<file path="config.mk">
export PLATFORM = sky130hd
export DESIGN_NAME = hazard_ctrl
export DESIGN_NICKNAME = d
export VERILOG_FILES = /design/src/rtl/hazard_pkg.sv /design/src/rtl/hazard_match.sv /design/src/rtl/hazard_ctrl.sv
export SDC_FILE = /design/constraint.sdc
export NUM_CORES = 1
export LEC_CHECK = 0
export CELL_PAD_IN_SITES_DETAIL_PLACEMENT = 1
export CELL_PAD_IN_SITES_GLOBAL_PLACEMENT = 2
export CORE_MARGIN = 10
export CORE_UTILIZATION = 35
export CTS_CLUSTER_DIAMETER = 40
export CTS_CLUSTER_SIZE = 12
export DETAILED_ROUTE_END_ITERATION = 7
export GPL_TIMING_DRIVEN = 0
export HOLD_SLACK_MARGIN = 0.08
export PLACE_DENSITY = 0.84
export SKIP_CTS_REPAIR_TIMING = 1
export SYNTH_ARGS = -nofsm -noshare
export SYNTH_HDL_FRONTEND = slang
export SYNTH_SLANG_ARGS = --single-unit
</file>
<file path="constraint.sdc">
create_clock -name clk -period 3.8 [get_ports clk]
set_input_delay 0.76 -clock clk [delete_from_list [all_inputs] [get_ports clk]]
set_output_delay 0.76 -clock clk [all_outputs]
set_load 0.05 [all_outputs]
</file>
<file path="src/rtl/hazard_pkg.sv">
// Shared widths, bypass encodings and shadow-stage entry type for the hazard unit.
package hazard_pkg;

  localparam int TIME_W = 3;
  localparam int REG_W  = 5;

  localparam logic [1:0] FWD_RF = 2'd0;
  localparam logic [1:0] FWD_E  = 2'd1;
  localparam logic [1:0] FWD_M  = 2'd2;
  localparam logic [1:0] FWD_W  = 2'd3;

  localparam logic [TIME_W-1:0] TUSE_NONE = 3'd7;

  typedef struct packed {
    logic [REG_W-1:0]  waddr;
    logic [TIME_W-1:0] tnew;
    logic [REG_W-1:0]  raddr0;
    logic [REG_W-1:0]  raddr1;
  } stage_t;

  // Tnew counts down one per stage and sticks at zero.
  function automatic logic [TIME_W-1:0] tnew_dec(input logic [TIME_W-1:0] t);
    return (t == '0) ? '0 : t - 1'b1;
  endfunction

endpackage

</file>
<file path="src/rtl/hazard_match.sv">
// One consumer operand against one producer stage: stall request and bypass-ready flags.
module hazard_match
  import hazard_pkg::*;
(
  input  logic [REG_W-1:0]  raddr_i,
  input  logic [REG_W-1:0]  waddr_i,
  input  logic [TIME_W-1:0] tnew_i,
  input  logic [TIME_W-1:0] tuse_i,
  output logic              need_stall_o,
  output logic              can_fwd_o
);

  logic hit;

  // A nonzero raddr that matches also implies waddr != $0.
  assign hit          = (raddr_i != '0) && (raddr_i == waddr_i);
  assign need_stall_o = hit && (tuse_i != TUSE_NONE) && (tnew_i > tuse_i);
  assign can_fwd_o    = hit && (tnew_i == '0);

endmodule

</file>
<file path="src/rtl/hazard_ctrl.sv">
// Stall and bypass-select generation from a shadow E/M/W pipeline of {waddr, tnew, raddr}.
// Optional HAZARD_PERF_EN adds a saturating stall-cycle counter on stall_cnt.
module hazard_ctrl
  import hazard_pkg::*;
(
  input  logic              clk,
  input  logic              reset,
  input  logic [REG_W-1:0]  d_raddr0,
  input  logic [REG_W-1:0]  d_raddr1,
  input  logic [TIME_W-1:0] d_tuse0,
  input  logic [TIME_W-1:0] d_tuse1,
  input  logic [REG_W-1:0]  d_waddr,
  input  logic [TIME_W-1:0] d_tnew,
  output logic              stall,
  output logic [1:0]        fwd_d0,
  output logic [1:0]        fwd_d1,
  output logic [1:0]        fwd_e0,
  output logic [1:0]        fwd_e1,
  output logic [1:0]        fwd_m1
`ifdef HAZARD_PERF_EN
  ,
  output logic [31:0]       stall_cnt
`endif
);

  stage_t             e_q, e_d;
  logic [REG_W-1:0]   m_waddr_q, m_raddr1_q, w_waddr_q;
  logic [TIME_W-1:0]  m_tnew_q;

  // Producer views, index 0=E, 1=M, 2=W (W result always ready).
  logic [2:0][REG_W-1:0]  st_waddr;
  logic [2:0][TIME_W-1:0] st_tnew;
  assign st_waddr = {w_waddr_q, m_waddr_q, e_q.waddr};
  assign st_tnew  = {{TIME_W{1'b0}}, m_tnew_q, e_q.tnew};

  logic [1:0][REG_W-1:0]  d_raddr, e_raddr;
  logic [1:0][TIME_W-1:0] d_tuse;
  assign d_raddr = {d_raddr1, d_raddr0};
  assign d_tuse  = {d_tuse1, d_tuse0};
  assign e_raddr = {e_q.raddr1, e_q.raddr0};

  logic [1:0][2:0] d_stall, d_fwd;
  logic [1:0][1:0] e_stall, e_fwd;
  logic            m_stall, m_fwd;

  for (genvar op = 0; op < 2; op++) begin : g_op
    for (genvar st = 0; st < 3; st++) begin : g_d
      hazard_match u_d (
        .raddr_i     (d_raddr[op]),
        .waddr_i     (st_waddr[st]),
        .tnew_i      (st_tnew[st]),
        .tuse_i      (d_tuse[op]),
        .need_stall_o(d_stall[op][st]),
        .can_fwd_o   (d_fwd[op][st])
      );
    end
    for (genvar st = 0; st < 2; st++) begin : g_e
      hazard_match u_e (
        .raddr_i     (e_raddr[op]),
        .waddr_i     (st_waddr[st+1]),
        .tnew_i      (st_tnew[st+1]),
        .tuse_i      (TUSE_NONE),
        .need_stall_o(e_stall[op][st]),
        .can_fwd_o   (e_fwd[op][st])
      );
    end
  end

  hazard_match u_m (
    .raddr_i     (m_raddr1_q),
    .waddr_i     (w_waddr_q),
    .tnew_i      ({TIME_W{1'b0}}),
    .tuse_i      (TUSE_NONE),
    .need_stall_o(m_stall),
    .can_fwd_o   (m_fwd)
  );

  // E/M consumers pass TUSE_NONE, so their stall terms are constant 0.
  assign stall = (|d_stall) | (|e_stall) | m_stall;

  logic [1:0][1:0] fwd_d_v, fwd_e_v;
  always_comb begin
    fwd_d_v = '0;
    fwd_e_v = '0;
    for (int op = 0; op < 2; op++) begin
      if      (d_fwd[op][0]) fwd_d_v[op] = FWD_E;
      else if (d_fwd[op][1]) fwd_d_v[op] = FWD_M;
      else if (d_fwd[op][2]) fwd_d_v[op] = FWD_W;
      if      (e_fwd[op][0]) fwd_e_v[op] = FWD_M;
      else if (e_fwd[op][1]) fwd_e_v[op] = FWD_W;
    end
  end

  assign fwd_d0 = fwd_d_v[0];
  assign fwd_d1 = fwd_d_v[1];
  assign fwd_e0 = fwd_e_v[0];
  assign fwd_e1 = fwd_e_v[1];
  assign fwd_m1 = m_fwd ? FWD_W : FWD_RF;

  always_comb begin
    e_d = '0;
    if (!stall) begin
      e_d.waddr  = d_waddr;
      e_d.tnew   = d_tnew;
      e_d.raddr0 = d_raddr0;
      e_d.raddr1 = d_raddr1;
    end
  end

  always_ff @(posedge clk) begin
    if (reset) begin
      e_q        <= '0;
      m_waddr_q  <= '0;
      m_tnew_q   <= '0;
      m_raddr1_q <= '0;
      w_waddr_q  <= '0;
    end else begin
      e_q        <= e_d;
      m_waddr_q  <= e_q.waddr;
      m_tnew_q   <= tnew_dec(e_q.tnew);
      m_raddr1_q <= e_q.raddr1;
      w_waddr_q  <= m_waddr_q;
    end
  end

`ifdef HAZARD_PERF_EN
  logic [31:0] stall_cnt_q, stall_cnt_d;
  always_comb begin
    stall_cnt_d = stall_cnt_q;
    if (stall && (stall_cnt_q != 32'hFFFF_FFFF)) stall_cnt_d = stall_cnt_q + 32'd1;
  end
  always_ff @(posedge clk) begin
    if (reset) stall_cnt_q <= '0;
    else       stall_cnt_q <= stall_cnt_d;
  end
  assign stall_cnt = stall_cnt_q;
`endif

endmodule

</file>
==> results.tsv, run 1 <==
stage	metric	value	unit
synth	yosysSeqAreaShare	30.5	%
timing	relSlewSlack	64.4	%
global_routing	grt_pass1_vias	2137	
synth	synth_top_flop_cell	dfxtp_1	
outcome	outcome	complete, no violations	
routing	routed_wl	6560	microns
synth	synth_cell_types	37	
finish	mostFrequentLayoutCells	dfxtp_1, xor2_1, clkdlybuf4s50_1, xnor2_1, nor2b_1	
power	ir_drop	0.157	mV
synth	synthCells	266	
flow_run	cap_violations	0	
timing	fin_skew	0.00272	ns
clock_tree	cts_sinks	36	
clock_tree	cts_tree	yes	
timing	rsz0062_at_grt	false	
place	gp_congestion	0.816	
synth	syn_nets	306	
global_routing	grt_overflow	0	
critical_path	reg2regPathDepth	8	
synth	async_reset_ff_share	0	%
min_path	whs_path_depth	1	
floorplan	rows	29	
clock_tree	cts_max_level	2	
global_routing	grt_max_degree	11	
critical_path	crit_path_end_kind	output port	
clock_tree	cts.clk_slew.worst_paths	0.07	ns
finish	drive_above_1_share	9.71	%
min_path	hold_start	e_q[10]$_SDFF_PP0_	
routing	ant_nets	0	
place	place_ws	-0.633	ns
finish	post-route-util	45.4	%
timing	postLayoutSetupSlackWorst	0.0919	ns
finish	syn_to_final_growth	24.0	%
floorplan	die_h	102	microns
finish	antenna_cells	0	
critical_path	r2r_setup_slack	1.74	ns
timing	timing.hold.ws	0.456	ns
critical_path	timing.rr.start	m_waddr_q[3]$_SDFF_PP0_	
place	portBuffers	36	
floorplan	dieArea	0.0104	sq mm
critical_path	arrival	2.95	ns
finish	final_common_cell	dfxtp_1	
clock_tree	clk_latency	0.29	ns
synth	netlist_area	0.00236	sq mm
min_path	hold_end	m_tnew_q[0]$_SDFF_PP0_	
floorplan	initial_core_util	36.6	%
routing	via_count	1928	
timing	worst_pin_slew	0.534	ns
synth	yosys_warnings	0	
global_routing	grtUsageTotal	13.3	%
routing	wire_per_inst	17.0	microns
timing	final-max-slew-violation-count	0	
floorplan	coreArea	0.00646	sq mm
floorplan	dieWidth	102	microns
routing	via_per_inst	4.99	
synth	synth_area_per_cell	8.89	sq um
critical_path	crit_path_start_kind	primary input	
clock_tree	clockBufferDepth	2	
routing	drt_pre_antenna_iters	4	
critical_path	crit_required	3.04	ns
clock_tree	clockRootBuffer	clkbuf_8	
timing	min_period_over_period	97.6	%
synth	synth_seq_cells	36	
critical_path	reg2reg_to	e_q[9]$_SDFF_PP0_	
floorplan	io_pins	37	
min_path	hp-class	flip-flop to flip-flop	
timing	finalSetupViolations	0	
place	dp_hpwl	5310	microns
synth	synth_edf_count	0	
clock_tree	numCtsBuffers	5	
critical_path	cp_max_fo	10	
timing	post-route-min-period	3.71	ns
timing	fmaxAchievable	270	MHz
timing	finalHoldViolations	0	
global_routing	grt_antenna_before_repair	0	
global_routing	grt_pass1_wl	10800	microns
finish	layout.nets	349	
routing	drc_errors	0	
power	power_leakage	0.00130	uW
power	power_density	317	mW/mm^2
critical_path	critPathKind	primary input to output port	
routing	drt_iter0_drc	58	
-- Yosys cell counts, drive strengths merged (6+ instances only) --
cell | instances | area share, %
a21oi | 6 | 1.3
buf | 8 | 2.6
clkbuf | 12 | 1.9
dfxtp | 36 | 30
ha | 14 | 7.4
inv | 10 | 1.6
nand2 | 11 | 1.7
nand2b | 18 | 4.8
nand3 | 9 | 1.9
nand4 | 7 | 1.9
nor2 | 7 | 1.4
nor2b | 21 | 5.6
nor3 | 13 | 3.0
nor4 | 24 | 9.4
xnor2 | 26 | 9.6
xor2 | 28 | 10
-- per-layer routing --
metal	global-route usage [%]	vias up	wire length [microns]
li1	-	978	-
met1	15.7	917	3040
met2	23.5	26	3260
met3	2.90	7	205
met4	3.58	0	61
met5	0	-	0
-- cell families (layout without fill, tap and decap cells) --
family                   count (synthesis)  after routing  synth area share, %
AO/OA/AOI/OAI                           14             14                 3.71
XOR/XNOR                                54             54                 20.0
adder cells (fa/ha/maj)                 14             14                 7.41
buffers and inverters                   30             73                 6.14
flip-flops                              36             36                 30.5
multiplexers                             1              1                0.424
AND/OR/NAND/NOR                        117            117                 31.8
-- power breakdown --
part | switching (uW) | leakage (uW) | internal [uW] | total (uW)
Clock | 131 | 0.0000410 | 125 | 255
Sequential | 19.8 | 0.000298 | 398 | 418
Combinational | 139 | 0.000966 | 116 | 255
Total | 289 | 0.00130 | 639 | 928
-- critical path, cell delays in order --
cell and delay, ns:
clkdlybuf4s50_1 0.54, or4_4 0.48, nor2_4 0.14, nor4_2 0.10
a22o_1 0.22, buf_6 0.14, or3_1 0.33, buf_2 0.22
-- cell type report --
cell class / count / area [sq um]
Fill cell: 780 / 3530
Timing Repair Buffer: 36 / 375
Clock buffer: 6 / 72.6
Tap cell: 77 / 96.3
Sequential cell: 36 / 721
Buffer: 20 / 108
Multi-Input combinational cell: 200 / 1520
Clock inverter: 1 / 5.00
Inverter: 10 / 37.5
-- flip-flops by register name, indices dropped and copies added, names as in the netlist --
| name | flops |
|---|---|
| e_q | 18 |
| m_raddr1_q | 5 |
| m_tnew_q | 3 |
| m_waddr_q | 5 |
| w_waddr_q | 5 |
-- through the flow --
stage               cell area, sq um  cells  setup TNS, ns  total power [uW]
global route                    2930    386              0               984
detailed placement              2820    379          -1.76               684
CTS                             2900    386          -1.83               938
finish                          2930    386              0               928
global placement                2820    379          -1.68               676
floorplan                       2360    266              0               589
-- how the worst max path moves through the flow --
stage	startpoint	endpoint	slack, ns	depth (start not counted)
global placement	d_raddr1[2]	stall	-0.64	8
global route	d_tuse1[1]	stall	0.008	10
finish	d_raddr1[4]	stall	0.09	8
detailed placement	d_raddr1[2]	stall	-0.63	8
CTS	d_raddr1[3]	stall	-0.65	8
floorplan	d_raddr1[0]	fwd_d1[0]	0.33	5
Power figures use the tool's default switching activity.
==> run 2: changes to the inputs <==
--- a/config.mk
+++ b/config.mk
@@ -14,7 +14,7 @@
 export DETAILED_ROUTE_END_ITERATION = 7
 export GPL_TIMING_DRIVEN = 0
 export HOLD_SLACK_MARGIN = 0.08
-export PLACE_DENSITY = 0.84
+export PLACE_DENSITY_LB_ADDON = 0.1
 export SKIP_CTS_REPAIR_TIMING = 1
 export SYNTH_ARGS = -nofsm -noshare
 export SYNTH_HDL_FRONTEND = slang
==> results.tsv, run 2 (synthesis results as in run 1) <==
stage	metric	value	unit	change
routing	drc_errors	0		unchanged
place	place_area	0.00282	sq mm	unchanged
clock_tree	clk_latency	0.29	ns	about the same
critical_path	slowest_stage	or4_4		
floorplan	dieWidth	102	microns	unchanged
power	p_total	971	uW	+4.6%
place	dp_hpwl	5280	microns	-0.54%
timing	min_period_over_period	98.7	%	+1.1 points
timing	fmaxAchievable	267	MHz	-1.2%
clock_tree	cts_sinks	36		unchanged
power	power_leakage	0.00130	uW	-0.69%
power	ir_drop	0.193	mV	+23%
routing	via_per_inst	5.08		+1.7%
place	place_inst	379		unchanged
global_routing	grt_pass1_wl	11000	microns	+1.9%
critical_path	crit_end	stall		
place	place_ws	-0.633	ns	-0.000876 ns
clock_tree	clockBufferDepth	2		unchanged
timing	rsz0062_at_grt	true		
outcome	outcome	complete, no violations		
timing	finalSetupViolations	0		unchanged
timing	worst_pin_slew	0.548	ns	+0.0141 ns
global_routing	grtUsageTotal	13.6	%	+0.30 points
critical_path	crit_path_end_kind	output port		
critical_path	r2r_setup_slack	1.69	ns	-0.05 ns
critical_path	arrival	2.99	ns	+0.04 ns
critical_path	cp_max_fo	10		unchanged
finish	drive_above_1_share	10.0	%	+0.32 points
timing	fin_skew	0.0108	ns	+0.00807 ns
finish	mostFrequentLayoutCells	dfxtp_1, clkdlybuf4s50_1, xor2_1, xnor2_1, nor2b_1		
finish	final_area	0.00295	sq mm	+0.47%
critical_path	crit_path_start_kind	primary input		
timing	final-max-slew-violation-count	0		unchanged
global_routing	grt_overflow	0		unchanged
routing	routed_wl	6730	microns	+2.5%
floorplan	io_pins	37		unchanged
critical_path	path_depth	8		unchanged
clock_tree	cts.clk_slew.worst_paths	0.07	ns	about the same
finish	antenna_cells	0		unchanged
critical_path	reg2regPathDepth	6		-2
clock_tree	clockRootBuffer	clkbuf_8		
critical_path	timing.rr.start	e_q[13]$_SDFF_PP0_		
finish	instances_no_fill	386		unchanged
critical_path	reg2reg_to	e_q[9]$_SDFF_PP0_		
floorplan	rows	29		unchanged
finish	largest_register_ffs	18		unchanged
critical_path	critPathLaunch	d_raddr1[2]		
global_routing	grt_max_degree	11		unchanged
critical_path	cp_top_family	simple AND/OR/NAND/NOR gates		
finish	final_common_cell	dfxtp_1		
finish	syn_to_final_growth	24.6	%	
timing	postLayoutSetupSlackWorst	0.0483	ns	-0.0436 ns
routing	wire_per_inst	17.4	microns	+2.5%
critical_path	crit_required	3.04	ns	about the same
critical_path	path_buf_inv	3		unchanged
place	portBuffers	36		unchanged
min_path	hp-class	flip-flop to flip-flop		
clock_tree	numCtsBuffers	5		unchanged
floorplan	initial_core_util	36.6	%	unchanged
timing	relSlewSlack	63.4	%	-0.94 points
power	power_density	330	mW/mm^2	+4.1%
critical_path	slowest_delay	0.54	ns	about the same
routing	drt_pre_antenna_iters	4		unchanged
routing	drt_iter0_drc	86		+48%
place	gp_congestion	0.808		-1.0%
floorplan	dieArea	0.0104	sq mm	unchanged
timing	finalHoldViolations	0		unchanged
global_routing	grt_pass1_vias	2100		-1.7%
timing	tns	0	ns	unchanged
floorplan	coreArea	0.00646	sq mm	unchanged
clock_tree	cts_max_level	2		unchanged
global_routing	grt_antenna_before_repair	0		unchanged
finish	layout.nets	349		unchanged
clock_tree	cts_tree	yes		
critical_path	crit_chain	clkdlybuf4s50_1 -> or4_4 -> nor2_4 -> nor4_2 -> a22o_1 -> buf_6 -> or3_1 -> buf_2		
finish	top_register	e_q		
routing	ant_nets	0		unchanged
routing	via_count	1960		+1.7%
timing	post-route-min-period	3.75	ns	+0.0436 ns
flow_run	cap_violations	0		unchanged
floorplan	die_h	102	microns	unchanged
critical_path	critPathKind	primary input to output port		
-- run 2: cell count changes in the layout (fill, tap and decap cells not counted) --
cell / delta
clkbuf_1: -1
clkbuf_8: +2
clkdlybuf4s50_1: +2
clkinv_2: -1
dlymetal6s2s_1: -2
-- run 2: worst min path at each step --
stage	from	to	slack, ns	depth (start not counted)
finish	e_q[10]$_SDFF_PP0_	m_tnew_q[0]$_SDFF_PP0_	0.44	1
CTS	e_q[10]$_SDFF_PP0_	m_tnew_q[0]$_SDFF_PP0_	0.44	1
detailed placement	e_q[10]$_SDFF_PP0_	m_tnew_q[0]$_SDFF_PP0_	0.42	1
global placement	e_q[10]$_SDFF_PP0_	m_tnew_q[0]$_SDFF_PP0_	0.42	1
global route	e_q[10]$_SDFF_PP0_	m_tnew_q[0]$_SDFF_PP0_	0.47	1
floorplan	e_q[10]$_SDFF_PP0_	m_tnew_q[0]$_SDFF_PP0_	0.40	1
-- run 2: worst reg2reg max path, cell delays in order (launching register included) --
cell	delay, ns
dfxtp_1	0.36
xor2_1	0.17
nor3_1	0.19
nand4_1	0.23
nor3_4	0.54
buf_2	0.40
nor4_2	0.10
-- run 2: metal layers --
metal  vias to the layer above  track usage (%)  wire, microns
met5                         -                0              0
met4                         0             4.45            104
met1                       935             17.4           3300
met2                        33             22.3           3110
li1                        985                -              -
met3                         7             2.63            216
-- run 2: through the flow --
| stage | utilization (%) | hold WS, ns |
|---|---|---|
| after floorplan | - | 0.397 |
| after global placement | 43.7 | 0.424 |
| after detailed placement | 43.7 | 0.423 |
| after CTS | 45.2 | 0.438 |
| after global routing | 45.6 | 0.474 |
| final | 45.6 | 0.436 |
-- run 2: power breakdown --
group / internal (uW) / total, uW / leakage, uW / switching [uW]
combinational: 116 / 257 / 0.000948 / 141
clock: 161 / 296 / 0.0000503 / 135
sequential: 398 / 419 / 0.000298 / 20.3
-- run 2: layout make-up --
type	instances	area, sq um
fillers	781	3510
multi-input cells	200	1520
flip-flops and latches	36	721
repair buffers	36	370
plain buffers	20	108
clock buffers	7	96.3
well taps	77	96.3
inverters	10	37.5
